$ cat config.mk
export PLATFORM = sky130hd
export DESIGN_NAME = snn_output_decoder
export DESIGN_NICKNAME = d
export VERILOG_FILES = /design/src/rtl/snn_output_decoder.sv
export SDC_FILE = /design/constraint.sdc
export NUM_CORES = 1
export LEC_CHECK = 0
export BUFFER_PORTS_ARGS = -buffer_cell sky130_fd_sc_hd__buf_2
export CORE_MARGIN = 1
export CORE_UTILIZATION = 39
export CTS_CLUSTER_DIAMETER = 150
export CTS_CLUSTER_SIZE = 10
export DETAILED_ROUTE_END_ITERATION = 10
export PLACE_DENSITY = 0.61
export SETUP_SLACK_MARGIN = 0.5
export SLEW_MARGIN = 30
export SYNTH_ARGS = -nofsm -noshare
export SYNTH_HDL_FRONTEND = slang
export SYNTH_SLANG_ARGS = --single-unit
$ cat constraint.sdc
create_clock -name clk -period 4.76 [get_ports clk]
set_input_delay 0 -clock clk [delete_from_list [all_inputs] [get_ports clk]]
set_output_delay 0 -clock clk [all_outputs]
set_load 0.05 [all_outputs]
$ cat src/rtl/snn_output_decoder.sv
// snn_output_decoder: accumulates per-timestep output spikes over one inference
// window into saturating per-class counters, then scans the counters one class
// per cycle and reports the winning class (lowest index wins ties).
module snn_output_decoder #(
   parameter int NUM_CLASSES  = 10,
   parameter int CNT_WIDTH    = 7,
   parameter int TIMESTEP_MAX = 200
) (
   input  logic                   clk,
   input  logic                   rstn,
   input  logic                   start,
   input  logic                   spike_valid,
   input  logic [NUM_CLASSES-1:0] spikes,
   input  logic                   spike_last,
   output logic                   busy,
   output logic [3:0]             result,
   output logic                   result_valid,
   output logic                   result_none
);

   localparam int TS_W  = $clog2(TIMESTEP_MAX + 1);
   localparam int IDX_W = 4;
   localparam logic [CNT_WIDTH-1:0] CNT_MAX  = {CNT_WIDTH{1'b1}};
   localparam logic [TS_W-1:0]      TS_LIMIT = TS_W'(TIMESTEP_MAX);
   localparam logic [IDX_W-1:0]     K_LAST   = IDX_W'(NUM_CLASSES - 1);

   typedef enum logic [1:0] {
      ST_IDLE  = 2'd0,
      ST_ACCUM = 2'd1,
      ST_SCAN  = 2'd2,
      ST_DONE  = 2'd3
   } state_t;

   state_t                 state_q, state_d;
   logic [CNT_WIDTH-1:0]   cnt_q [NUM_CLASSES];
   logic [CNT_WIDTH-1:0]   cnt_d [NUM_CLASSES];
   logic [TS_W-1:0]        ts_q, ts_d;
   logic [IDX_W-1:0]       k_q, k_d;
   logic [CNT_WIDTH-1:0]   best_cnt_q, best_cnt_d;
   logic [IDX_W-1:0]       best_idx_q, best_idx_d;
   logic [3:0]             result_q, result_d;
   logic                   result_valid_q, result_valid_d;
   logic                   result_none_q, result_none_d;
   logic                   busy_q, busy_d;

   logic [CNT_WIDTH-1:0]   cand_cnt_s;
   logic [CNT_WIDTH-1:0]   scan_cnt_s;
   logic [IDX_W-1:0]       scan_idx_s;
   logic [TS_W-1:0]        ts_inc_s;

   // Select the counter under scan and fold it into the running best (strictly greater replaces).
   always_comb begin
      cand_cnt_s = {CNT_WIDTH{1'b0}};
      for (int i = 0; i < NUM_CLASSES; i++) begin
         if (IDX_W'(i) == k_q) begin
            cand_cnt_s = cnt_q[i];
         end else begin
            cand_cnt_s = cand_cnt_s;
         end
      end
      if (k_q == {IDX_W{1'b0}}) begin
         scan_cnt_s = cand_cnt_s;
         scan_idx_s = {IDX_W{1'b0}};
      end else if (cand_cnt_s > best_cnt_q) begin
         scan_cnt_s = cand_cnt_s;
         scan_idx_s = k_q;
      end else begin
         scan_cnt_s = best_cnt_q;
         scan_idx_s = best_idx_q;
      end
   end

   // Next-state and datapath update; start aborts anything and discards a coincident beat.
   always_comb begin
      state_d        = state_q;
      cnt_d          = cnt_q;
      ts_d           = ts_q;
      k_d            = k_q;
      best_cnt_d     = best_cnt_q;
      best_idx_d     = best_idx_q;
      result_d       = result_q;
      result_valid_d = result_valid_q;
      result_none_d  = result_none_q;
      busy_d         = busy_q;
      ts_inc_s       = ts_q + TS_W'(1);

      if (start) begin
         for (int i = 0; i < NUM_CLASSES; i++) begin
            cnt_d[i] = {CNT_WIDTH{1'b0}};
         end
         ts_d           = {TS_W{1'b0}};
         k_d            = {IDX_W{1'b0}};
         result_valid_d = 1'b0;
         result_none_d  = 1'b0;
         busy_d         = 1'b1;
         state_d        = ST_ACCUM;
      end else begin
         case (state_q)
            ST_IDLE: begin
               state_d = ST_IDLE;
            end
            ST_ACCUM: begin
               if (spike_valid) begin
                  for (int i = 0; i < NUM_CLASSES; i++) begin
                     if (spikes[i] && (cnt_q[i] != CNT_MAX)) begin
                        cnt_d[i] = cnt_q[i] + CNT_WIDTH'(1);
                     end else begin
                        cnt_d[i] = cnt_q[i];
                     end
                  end
                  ts_d = ts_inc_s;
                  if (spike_last || (ts_inc_s == TS_LIMIT)) begin
                     k_d     = {IDX_W{1'b0}};
                     state_d = ST_SCAN;
                  end else begin
                     state_d = ST_ACCUM;
                  end
               end else begin
                  state_d = ST_ACCUM;
               end
            end
            ST_SCAN: begin
               best_cnt_d = scan_cnt_s;
               best_idx_d = scan_idx_s;
               if (k_q == K_LAST) begin
                  result_d       = scan_idx_s;
                  result_none_d  = (scan_cnt_s == {CNT_WIDTH{1'b0}});
                  result_valid_d = 1'b1;
                  busy_d         = 1'b0;
                  state_d        = ST_DONE;
               end else begin
                  k_d     = k_q + IDX_W'(1);
                  state_d = ST_SCAN;
               end
            end
            ST_DONE: begin
               state_d = ST_DONE;
            end
            default: begin
               busy_d  = 1'b0;
               state_d = ST_IDLE;
            end
         endcase
      end
   end

   // State and datapath registers with asynchronous active-low reset.
   always_ff @(posedge clk or negedge rstn) begin
      if (!rstn) begin
         state_q <= ST_IDLE;
         for (int i = 0; i < NUM_CLASSES; i++) begin
            cnt_q[i] <= {CNT_WIDTH{1'b0}};
         end
         ts_q           <= {TS_W{1'b0}};
         k_q            <= {IDX_W{1'b0}};
         best_cnt_q     <= {CNT_WIDTH{1'b0}};
         best_idx_q     <= {IDX_W{1'b0}};
         result_q       <= 4'd0;
         result_valid_q <= 1'b0;
         result_none_q  <= 1'b0;
         busy_q         <= 1'b0;
      end else begin
         state_q        <= state_d;
         cnt_q          <= cnt_d;
         ts_q           <= ts_d;
         k_q            <= k_d;
         best_cnt_q     <= best_cnt_d;
         best_idx_q     <= best_idx_d;
         result_q       <= result_d;
         result_valid_q <= result_valid_d;
         result_none_q  <= result_none_d;
         busy_q         <= busy_d;
      end
   end

   assign busy         = busy_q;
   assign result       = result_q;
   assign result_valid = result_valid_q;
   assign result_none  = result_none_q;

endmodule

==> metrics.md <==
| Metric | Value |
|---|---|
| Total Die Area | 0.0154 mm² |
| Reg2reg path depth | 16 |
| Synth Area in Adders | 4.75% |
| Post-CTS Setup Repair Bufs | 0 |
| # clock sinks | 102 |
| Max cap viols | 0 |
| Slew HR | between 40% and 50% |
| CTS root buf | clkbuf_16 |
| Complex-gate fraction of the synthesized area | roughly 16% |
| Worst vdd ir | about 0.2 mV |
| Crit. Startpoint | k_q[0]$_DFFE_PN0P_ |
| Post-synth ARST share | 100% |
| Final #Nets | 688 |
| Rows | 44 |
| H-tree levels | 3 |
| Mux cell area share after synthesis | under 10% |
| Detailed-placement wirelength estimate | 9960 µm |
| Tcrit/Tclk final | between 80% and 90% |
| Slew Viols, Final | 0 |
| Pwr dens | approximately 290 mW/mm² |
| Placed Cells | 818 |
| Global route overflow | 0 |
| Post-Synth XOR/XNOR Area | 8.16% |
| CTS clock-pin slew for the worst setup and hold paths | around 70 ps |
| Setup crit end kind | flip-flop |
| First DRT Iteration DRCs | about 360 |
| Yosys cell types | 64 |
| Number of global-route vias before repair | 4457 |
| First-pass DRT Iterations | 5 |
| Largest family of logic cells by synthesized area | simple AND/OR/NAND/NOR gates |
| Layout Cells excl Fill | 840 |
| Post-Synthesis Cells | between 600 and 700 |
| Fin. Hold Viols | 0 |
| Share of post-route cells with drive strength above 1 | about 11% |
| Layout Skew | 5.26 ps |
| Mapped cell area | 0.00580 mm² |
| GP Congestion | roughly 0.87 |
| Detailed-route DRC error count | 0 |
| Worst r2r src | k_q[0]$_DFFE_PN0P_ |
| Main synth FF type | dfrtp_1 |
| Simple-gate share of the synthesized area | roughly a fifth |
| Clk Latency, worst-skew pair | 360 ps |
| Avg Inst Size Synth | 9.17 µm² |
| FF-to-FF setup slack | 760 ps |
| Worst path required time | 5050 ps |
| Initial Utilization | between 30 and 40% |
| CTS tree | done |
| Port Buf Inserts | 21 |
| Minimum clock period | around 4000 ps |
| Post-synth EDFFs | 0 |
| Clk buf depth | 2 |
| Post-synthesis register bit count | roughly 100 |
| Antenna diode count | 0 |
| Core box area | roughly 0.015 mm² |
| Worst Path Max Fanout | 11 |
| Routed len/inst | roughly 16 µm |
| Slew of the pin with the lowest slew margin | roughly 800 ps |
| Sequential share of the synthesized area | about 44% |
| Tot GR Track Use | between 10% and 20% |
| Largest net degree at the start of global routing | 54 |
| Min-Delay Path Class | in2reg |
| Die Y | roughly 120 µm |
| R2R Path End | result_none$_DFFE_PN0P_ |
| First-pass GRT wire length | around 23000 µm |
| WP data arrival | around 4300 ps |
| Worst setup endpoint | result_none$_DFFE_PN0P_ |
| Status | finished clean |
| Leakage | between 2 and 3 nW |
| Synth warn | 0 |
| Unrepaired setup endpoints after global routing | no |
| F_max | 250 MHz |
| DR vias | approximately 4700 |
| Total CTS buffers | 9 |
| Post-Route Setup TNS | 0 ps |
| Die W | about 120 µm |
| Post-route ant nets | 0 |
| Worst setup path category | reg2reg |
| WL final | between 10000 and 15000 µm |
| Crit start category | flip-flop |
| Finish-stage setup viols | 0 |
| Mapped Nets | roughly 670 |
| Area Growth Syn to Fin | 11.0% |
| Ports | 22 |
| Antenna violations before repair | 0 |
| Via density per instance | between 5 and 6 |
[synthesized netlist by cell type (7+ instances only)]
cell type / instances / area share (%)
dfrtp_1: 102 / 44
mux2i_1: 15 / 2.6
ha_1: 22 / 4.7
inv_1: 19 / 1.2
nor2_1: 108 / 7.0
o21ai_0: 26 / 2.2
xnor2_1: 21 / 3.2
nand2_1: 63 / 4.1
clkbuf_1: 14 / 0.91
nand3_1: 16 / 1.4
nand4_1: 25 / 2.7
nor2b_1: 7 / 0.76
a21oi_1: 45 / 3.9
xor2_1: 33 / 5.0
[cells in the final DEF, fill, tap and decap left out, drive strengths merged, types with 3 or more instances in the layout]
cell type	count
dlygate4sd3	6
nand3b	7
dfrtp	102
a31oi	6
and3	3
a22oi	3
o221ai	5
nand2	64
inv	20
nand4	25
clkbuf	11
buf	29
o21ai	27
nor2b	7
a21oi	52
mux2i	15
xor2	33
nor2	108
nand3	16
or2	3
o41ai	3
xnor2	21
a221oi	6
nand2b	5
a32o	3
o22ai	4
a221o	3
ha	22
or3	6
and4	3
[cell type report]
cell class,count,area [µm²]
multi-input combinational,483,3030
tap,184,230
inverter,20,75.1
clock buffer,11,233
sequential,102,2550
fill,1429,8100
clock inverter,5,83.8
timing repair buffer,35,228
[what timing repair did]
action / CTS / global route
gates cloned: 0 / 0
hold buffers: 6 / 0
setup endpoints to repair: 1 / 11
resized for setup: 1 / 5
endpoints found under the hold margin: 54 / 0
[layer usage]
layer  up-vias  wire (µm)  GRT usage (%)
li1       2274          -              -
met4         0        167           5.58
met1      2301       6630           26.4
met2        73       6500           32.0
met3        13        470           3.80
met5         -          0              0
[worst max-delay path: stages (launching register included)]
cell and delay, ps:
dfrtp_1 470, inv_1 140, ha_2 360, nor2b_2 360, a221oi_1 170, nor3_1 170
a21oi_1 70, o311ai_0 360, o221ai_1 240, ha_1 320, and3_1 170, nand2_1 100
o21ai_4 130, nand2_1 150, or4_1 430, o41ai_2 80, a31o_1 200
[stage by stage]
step | utilization [%] | hold WS [ps] | worst slack, ps | power, mW | instance area [µm²]
detailed placement | 41.6 | 68.0 | 476 | 1.11 | 6050
global placement | 41.6 | 61.6 | 627 | 1.10 | 6050
CTS | 44.2 | 58.8 | 509 | 1.91 | 6430
global route | 44.3 | 94.7 | 517 | 1.97 | 6430
finish | 44.3 | 63.6 | 758 | 1.88 | 6430
floorplan | - | -296 | 1370 | 1.05 | 5800
[sequential cells by signal, indices dropped and copies added (netlist names)]
register      count
best_cnt_q        7
best_idx_q        4
busy              1
cnt_q            70
k_q               4
result            4
result_none       1
result_valid      1
state_q           2
ts_q              8
[worst min-delay path by stage]
| stage | startpoint | endpoint | slack [ps] | cells after the start |
|---|---|---|---|---|
| after floorplan | rstn | best_cnt_q[0]$_DFFE_PN0P_ | -300 | 0 |
| after global placement | rstn | ts_q[3]$_DFFE_PN0P_ | 60 | 1 |
| after detailed placement | rstn | ts_q[5]$_DFFE_PN0P_ | 70 | 1 |
| after CTS | spikes[6] | cnt_q[21]$_DFFE_PN0P_ | 60 | 5 |
| after global routing | spikes[6] | cnt_q[27]$_DFFE_PN0P_ | 90 | 5 |
| final | spikes[9] | cnt_q[0]$_DFFE_PN0P_ | 60 | 5 |
[where the power goes]
| part | internal, mW | switching (mW) |
|---|---|---|
| Combinational | 0.0658 | 0.107 |
| Clock | 0.462 | 0.324 |
| Sequential | 0.893 | 0.0282 |
| Total | 1.42 | 0.459 |
[cell families after synthesis]
logic type                 Yosys count
DFF                                102
adders and majority gates           22
xor gates and xnor gates            54
buffers and inverters               47
muxes                               15
AOI/OAI and AO/OA                  135
and+or+nand+nor                    257
(Power assumes the default switching activity.)
